===== src/rtl/param_multicycle_alu.sv =====
// -----------------------------------------------------------------------------
// param_multicycle_alu
//
// Purpose:
//   Multi-cycle ALU with valid/ready handshakes on the operand side and the
//   result side. Operands are latched on an accepted handshake. Single-cycle
//   ops then spend one cycle in EXEC. MUL runs an iterative shift-add over
//   WIDTH cycles. The result is held in DONE until the consumer takes it. A
//   synchronous flush abandons any work in progress and returns to IDLE.
//
// Parameters:
//   WIDTH      operand width, 2..32 (default 8)
//
// Ports:
//   clk        in   1         rising-edge clock
//   reset_n    in   1         asynchronous active-low reset
//   in_valid   in   1         operands/op valid
//   in_ready   out  1         block can accept operands (IDLE only)
//   A          in   WIDTH     operand A, unsigned
//   B          in   WIDTH     operand B, unsigned
//   Op         in   3         operation select
//   flush      in   1         synchronous abort back to IDLE
//   out_valid  out  1         result valid, held until accepted
//   out_ready  in   1         consumer accepts result
//   Y          out  2*WIDTH   result
//   zero       out  1         Y == 0
//   ovf        out  1         signed overflow for ADD/SUB, else 0
//   busy       out  1         state != IDLE
//
// Op encoding:
//   000 ADD, 001 SUB, 010 AND, 011 OR, 100 XOR, 101 SHL, 110 SHR, 111 MUL
// -----------------------------------------------------------------------------
module param_multicycle_alu #(
  parameter int WIDTH = 8
) (
  input  logic                 clk,
  input  logic                 reset_n,
  input  logic                 in_valid,
  output logic                 in_ready,
  input  logic [WIDTH-1:0]     A,
  input  logic [WIDTH-1:0]     B,
  input  logic [2:0]           Op,
  input  logic                 flush,
  output logic                 out_valid,
  input  logic                 out_ready,
  output logic [2*WIDTH-1:0]   Y,
  output logic                 zero,
  output logic                 ovf,
  output logic                 busy
);

  localparam int SHW = $clog2(WIDTH);

  typedef enum logic [1:0] {
    IDLE = 2'b00,
    EXEC = 2'b01,
    MUL  = 2'b10,
    DONE = 2'b11
  } state_t;

  state_t               state;
  logic [WIDTH-1:0]     a_reg;
  logic [WIDTH-1:0]     b_reg;
  logic [2:0]           op_reg;
  logic [SHW-1:0]       cnt;
  logic [2*WIDTH-1:0]   prod;

  logic [WIDTH:0]       sum;
  logic [WIDTH:0]       diff;
  logic [SHW-1:0]       shamt;
  logic [WIDTH-1:0]     shl_res;
  logic [WIDTH-1:0]     shr_res;
  logic [2*WIDTH-1:0]   alu_y;
  logic                 alu_ovf;
  logic [2*WIDTH-1:0]   prod_next;

  // The handshake and status outputs are decoded straight from the state
  // register, so they never depend combinationally on any input.
  assign in_ready  = (state == IDLE);
  assign out_valid = (state == DONE);
  assign busy      = (state != IDLE);

  // The extra top bit of the widened add is the carry. In the widened
  // subtract it is the borrow, because it wraps to 1 whenever A < B.
  assign sum     = {1'b0, a_reg} + {1'b0, b_reg};
  assign diff    = {1'b0, a_reg} - {1'b0, b_reg};
  assign shamt   = b_reg[SHW-1:0];
  assign shl_res = a_reg << shamt;
  assign shr_res = a_reg >> shamt;

  // The multiply works MSB-first (Horner form). The accumulator doubles each
  // step and adds A when the current multiplier bit is set. After WIDTH steps
  // it holds the full product.
  assign prod_next = {prod[2*WIDTH-2:0], 1'b0}
                   + (b_reg[cnt] ? {{WIDTH{1'b0}}, a_reg} : {(2*WIDTH){1'b0}});

  // Single-cycle result selection, evaluated on the latched operands
  always_comb begin
    alu_y   = '0;
    alu_ovf = 1'b0;
    case (op_reg)
      3'b000: begin
        alu_y   = {{(WIDTH-1){1'b0}}, sum};
        alu_ovf = (a_reg[WIDTH-1] == b_reg[WIDTH-1]) &&
                  (sum[WIDTH-1] != a_reg[WIDTH-1]);
      end
      3'b001: begin
        alu_y   = {{(WIDTH-1){1'b0}}, diff};
        alu_ovf = (a_reg[WIDTH-1] != b_reg[WIDTH-1]) &&
                  (diff[WIDTH-1] != a_reg[WIDTH-1]);
      end
      3'b010:  alu_y = {{WIDTH{1'b0}}, a_reg & b_reg};
      3'b011:  alu_y = {{WIDTH{1'b0}}, a_reg | b_reg};
      3'b100:  alu_y = {{WIDTH{1'b0}}, a_reg ^ b_reg};
      3'b101:  alu_y = {{WIDTH{1'b0}}, shl_res};
      3'b110:  alu_y = {{WIDTH{1'b0}}, shr_res};
      default: alu_y = '0;
    endcase
  end

  // Control FSM and datapath registers. Flush overrides everything else.
  // Y/zero/ovf are written only on the edge that enters DONE, so a flushed
  // operation leaves the previous result visible, but not qualified.
  always_ff @(posedge clk or negedge reset_n) begin
    if (!reset_n) begin
      state  <= IDLE;
      a_reg  <= '0;
      b_reg  <= '0;
      op_reg <= '0;
      cnt    <= '0;
      prod   <= '0;
      Y      <= '0;
      zero   <= 1'b0;
      ovf    <= 1'b0;
    end else if (flush) begin
      state <= IDLE;
    end else begin
      case (state)
        IDLE: begin
          if (in_valid) begin
            a_reg  <= A;
            b_reg  <= B;
            op_reg <= Op;
            cnt    <= SHW'(WIDTH - 1);
            prod   <= '0;
            state  <= (Op == 3'b111) ? MUL : EXEC;
          end
        end
        EXEC: begin
          Y     <= alu_y;
          zero  <= (alu_y == '0);
          ovf   <= alu_ovf;
          state <= DONE;
        end
        MUL: begin
          prod <= prod_next;
          if (cnt == '0) begin
            Y     <= prod_next;
            zero  <= (prod_next == '0);
            ovf   <= 1'b0;
            state <= DONE;
          end else begin
            cnt <= cnt - SHW'(1);
          end
        end
        DONE: begin
          if (out_ready) begin
            state <= IDLE;
          end
        end
        default: state <= IDLE;
      endcase
    end
  end

endmodule


===== config.mk =====
export PLATFORM = sky130hd
export DESIGN_NAME = param_multicycle_alu
export DESIGN_NICKNAME = d
export VERILOG_FILES = /design/src/rtl/param_multicycle_alu.sv
export SDC_FILE = /design/constraint.sdc
export NUM_CORES = 1
export LEC_CHECK = 0
export ABC_AREA = 1
export BUFFER_PORTS_ARGS = -buffer_cell sky130_fd_sc_hd__buf_4
export CAP_MARGIN = 20
export CORE_ASPECT_RATIO = 1.75
export CORE_MARGIN = 5
export CORE_UTILIZATION = 45
export CTS_BUF_LIST = sky130_fd_sc_hd__clkbuf_4 sky130_fd_sc_hd__clkbuf_8
export CTS_CLUSTER_DIAMETER = 40
export CTS_CLUSTER_SIZE = 24
export DETAILED_ROUTE_END_ITERATION = 12
export PLACE_DENSITY = 0.78
export SETUP_SLACK_MARGIN = 0.3
export SYNTH_ARGS = -nofsm -noshare
export SYNTH_HDL_FRONTEND = slang
export SYNTH_SLANG_ARGS = --single-unit

===== constraint.sdc =====
create_clock -name clk -period 2.4 [get_ports clk]
set_input_delay 0.24 -clock clk [delete_from_list [all_inputs] [get_ports clk]]
set_output_delay 0.24 -clock clk [all_outputs]
set_load 0.005 [all_outputs]

==> metrics list <==
- Post-Layout Cell Count: 974
- Initial antenna violation count: 0
- Entering global routing, the biggest net connects 58 pins.
* Worst vdd rail ir drop: 845.1 uV
* Average wire length per cell after detail routing: 18.33 um
- The tree is rooted in a sky130_fd_sc_hd__clkbuf_8.
- Instance count of the mapped netlist: 719
- End point of the critical path: zero$_DFFE_PN0P_
- Sequential element share of the synthesized area: 30.03%
- Highest-count cells in the layout ignoring fill and taps: 193 x sky130_fd_sc_hd__nand2_1, 107 x sky130_fd_sc_hd__buf_4, 88 x sky130_fd_sc_hd__nand3_1
* Switching part of the total: 51.50%
- STA classifies the critical path endpoint as a register.
* Failing checks: negative setup slack
- Mean instance size in the synthesized netlist: 6.606 sq um
* # nets final: 910
- Number of flops mapped to enable cells by yosys: 0
- In the global route stage, overall resource usage came out at 27.95%.
- Max-cap violations in this run came to 0.
* CP max stage delay: 0.47 ns
* Total inserted antenna cells: 0
* Most used flip-flop cell after synthesis: sky130_fd_sc_hd__dfrtp_1
* Worst endpoint required time: 2.70 ns
- Global-route wire length before repair: 27470 um
- In this run the count of I/O pins placed on the die edge is 45.
- PwrDens: 1552 nW/um^2
- The initial utilization of the core area, before any placement, comes to 46.11%.
* Min Hold Slack: 0.08839 ns
- The first detailed-routing pass ran for 6 iterations.
- For this design the total switching power over the nets is 5.160 mW.
* Flip-flop count of the largest register, all copies and words added: 16
- PortBufs: 44
- Ordered list of cells on the worst path: inv_2, a21oi_2, o21ai_1, nand3_1, nand2_2, nor2_2, ha_2, fa_2, nand2_2, inv_2, nand2_2, nand2_4, nand2_4, nand2_4, nand2_2, nand3_1, nand2_1, nand2_1, nor2_1, nand4_1, nand2_1, nand2_1, nand2_1
* Startpoint Class: register
- The Yosys step of the flow raised 0 warnings.
* Max Transition Viols Final: 0
- Remaining global-route overflow: 0
- Clock latency on the worst-skew pair: 0.36 ns
- Headroom to the max-slew limit came out at 50.12%.
- Most used cell, CP: sky130_fd_sc_hd__nand2_1
- Of the available clock period, the critical path in the final layout requires 119.4%.
- Library cell with the largest summed area after synthesis: sky130_fd_sc_hd__dfrtp_1
- Leading cell type in the layout, fill and taps excluded: sky130_fd_sc_hd__nand2_1
* Layout Area Growth over Synthesis: 35.96%
* Initial drt markers: 468
* Share of power burned in registers: 16.2%
- Cell internal pwr: 4.859 mW
* Master of the slowest instance on the critical path: sky130_fd_sc_hd__dfrtp_2
- The critical path starts at cnt[0]$_DFFE_PN0P_.
- Width of the die: 87.66 um
* Post-synthesis cell area: 4750 sq um
* Leakage component of the power: 3.301 nW
* Dpl cells: 940
- In the routed design, unresolved DRC markers number 0.
- Timing-limited maximum frequency: 348.9 MHz
- Cell depth of the worst flop-to-flop path: 23
* Setup repair after global routing missed its margin: true
- Startpoint of the worst register-to-register path: cnt[0]$_DFFE_PN0P_
* Via count of the first global-routing pass: 5553
* Setup CP Type: register to register
- Number of nets with antenna violations after detailed routing: 0
- The routed design could run at a clock period as short as 2.866 ns.
- Dividing the detail-routed via count by the number of cells gives 5.704.
- The worst register-to-register path ends at zero$_DFFE_PN0P_.
- Across all setup checks in the final design, the least slack found is -0.4658 ns.
- After clock tree synthesis, the clock-pin slew on the worst setup and hold paths is 0.07 ns.
- Fin Clk Skew: 0.006607 ns
* R2R setup slack: -0.47 ns
- Number of H-tree levels: 3
- Largest fanout on the critical path: 7
- The flow ran to the end, but the final reports show violations.
- Maximum root-to-sink buffer count: 2
* Power share of the combinational group: 74.5%
- For this block, the routed nets add up to 17860 um of wire.
* Total count of hold-check failures in the final report: 0
- The floorplan step defined a die boundary enclosing 12790 sq um.
* Clock Power Share: 9.3%
- Summed over all nets, the half-perimeter wirelength after detailed placement is 12550 um.
* Leading post-synthesis cells by cell area: sky130_fd_sc_hd__dfrtp_1 30%, sky130_fd_sc_hd__nand2_1 18%, sky130_fd_sc_hd__ha_1 11%, sky130_fd_sc_hd__nand3_1 9.8%, sky130_fd_sc_hd__inv_1 7.3%
- Placer congestion estimate: 1.005
- Counting flops per register, the top entry is Y.
- The largest registers in the layout are Y (16), prod (15).
* Type of the worst min-delay path: input pin to register
* Routed via count: 5556
* Share of the synthesized area in the top cell type: 30.03%
- Data arrival, critical path: 3.17 ns
* Number of flip-flops and latches in the synthesized netlist: 57
- Yosys mapped the design onto 34 distinct sky130hd cell types.
- Once layout is complete, the utilization of the core stands at 62.69%.
- Setup violations remaining at the end of the flow were counted as 24.
- Share of synthesized registers carrying an async set or reset: 100.0%
- CORE AREA: 10300 sq um
- TritonCTS created 9 clock buffers.
- Number of nets produced by synthesis: 787
- At the pin with the least slew margin, the transition time is 0.7482 ns.
- Clock tree from TritonCTS: built
- Row generation in the floorplan step produced 49 rows.
- In this run the vertical extent of the chip is 145.9 um.
- The post-route netlist has 29.28% of its cells at a drive strength greater than 1.
- CTS saw 57 sinks.
==> stage by stage <==
stage	cell area [sq um]	total power [mW]	TNS, ns	worst slack [ns]
4_1_cts	6317	9.401	-0.4534	-0.2031
3_5_place_dp	5680	7.684	-0.8371	-0.2538
3_3_place_gp	5680	7.599	-0.3480	-0.1959
5_1_grt	6457	10.70	-8.144	-0.6291
6_report	6457	10.02	-5.162	-0.4658
2_1_floorplan	4778	5.209	-0.07147	-0.07147
==> worst max-delay path: cells and delay by family (launching register included) <==
| kind | cells | cell delay [ns] |
|---|---|---|
| buffers and inverters | 2 | 0.15 |
| AND/OR/NAND/NOR | 17 | 1.45 |
| adder cells (fa/ha/maj) | 2 | 0.58 |
| AO/OA/AOI/OAI | 2 | 0.15 |
| flip-flops | 1 | 0.47 |
==> cell usage after synthesis, drive strengths merged (6+ instances only) <==
cell / instances
ha: 41
clkbuf: 7
o211ai: 8
xor2: 6
o22ai: 7
nand2: 225
nor3: 6
nor2: 63
o21ai: 49
a21oi: 13
nand4: 10
buf: 10
dfrtp: 57
inv: 101
nand3: 95
==> per-layer routing <==
metal | vias up | global-route usage, % | part of all wire [%]
li1 | 2557 | - | -
met1 | 2574 | 26.84 | 31
met2 | 290 | 49.55 | 52
met3 | 135 | 4.193 | 5.7
met4 | 0 | 23.81 | 11
met5 | - | 0 | 0
==> layout make-up <==
cell class / count / area [sq um]
Clock buffer: 10 / 131.4
Clock inverter: 6 / 67.56
Fill cell: 852 / 3842
Inverter: 101 / 384.1
Multi-Input combinational cell: 544 / 3236
Sequential cell: 57 / 1430
Tap cell: 127 / 158.9
Timing Repair Buffer: 129 / 1050
==> what timing repair did <==
item,4_1_cts,5_1_grt
gates resized for setup,89,35
endpoints found under the hold margin,57,0
pin swaps,19,20
buffers inserted,12,5
endpoints found under the setup margin,29,35
hold buffers,1,0
==> worst min-delay path by stage <==
| stage | start | end | slack (ns) | cells past startpoint |
|---|---|---|---|---|
| floorplan | reset_n | Y[0]$_DFFE_PN0P_ | -0.06 | 0 |
| global placement | reset_n | state[1]$_DFFE_PN0P_ | 0.34 | 1 |
| detailed placement | reset_n | state[1]$_DFFE_PN0P_ | 0.35 | 1 |
| CTS | B[4] | b_reg[4]$_DFFE_PN0P_ | 0.08 | 3 |
| global route | B[3] | b_reg[3]$_DFFE_PN0P_ | 0.10 | 3 |
| finish | B[4] | b_reg[4]$_DFFE_PN0P_ | 0.09 | 3 |
==> power by group through the flow <==
stage | sequential (mW) | combinational, mW | clock [mW]
after floorplan | 1.60 | 3.61 | 0
final | 1.62 | 7.46 | 0.936
after global placement | 1.58 | 6.02 | 0
after CTS | 1.59 | 6.88 | 0.932
after global routing | 1.66 | 8.06 | 0.984
after detailed placement | 1.59 | 6.10 | 0
==> cells by family after synthesis <==
kind of cell	synth area share [%]
AND/OR/NAND/NOR	36.35
adder cells (fa/ha/maj)	12.07
AO/OA/AOI/OAI	10.41
buffers and inverters	9.853
XOR/XNOR	1.291
flip-flops	30.03
(Power assumes the default switching activity.)
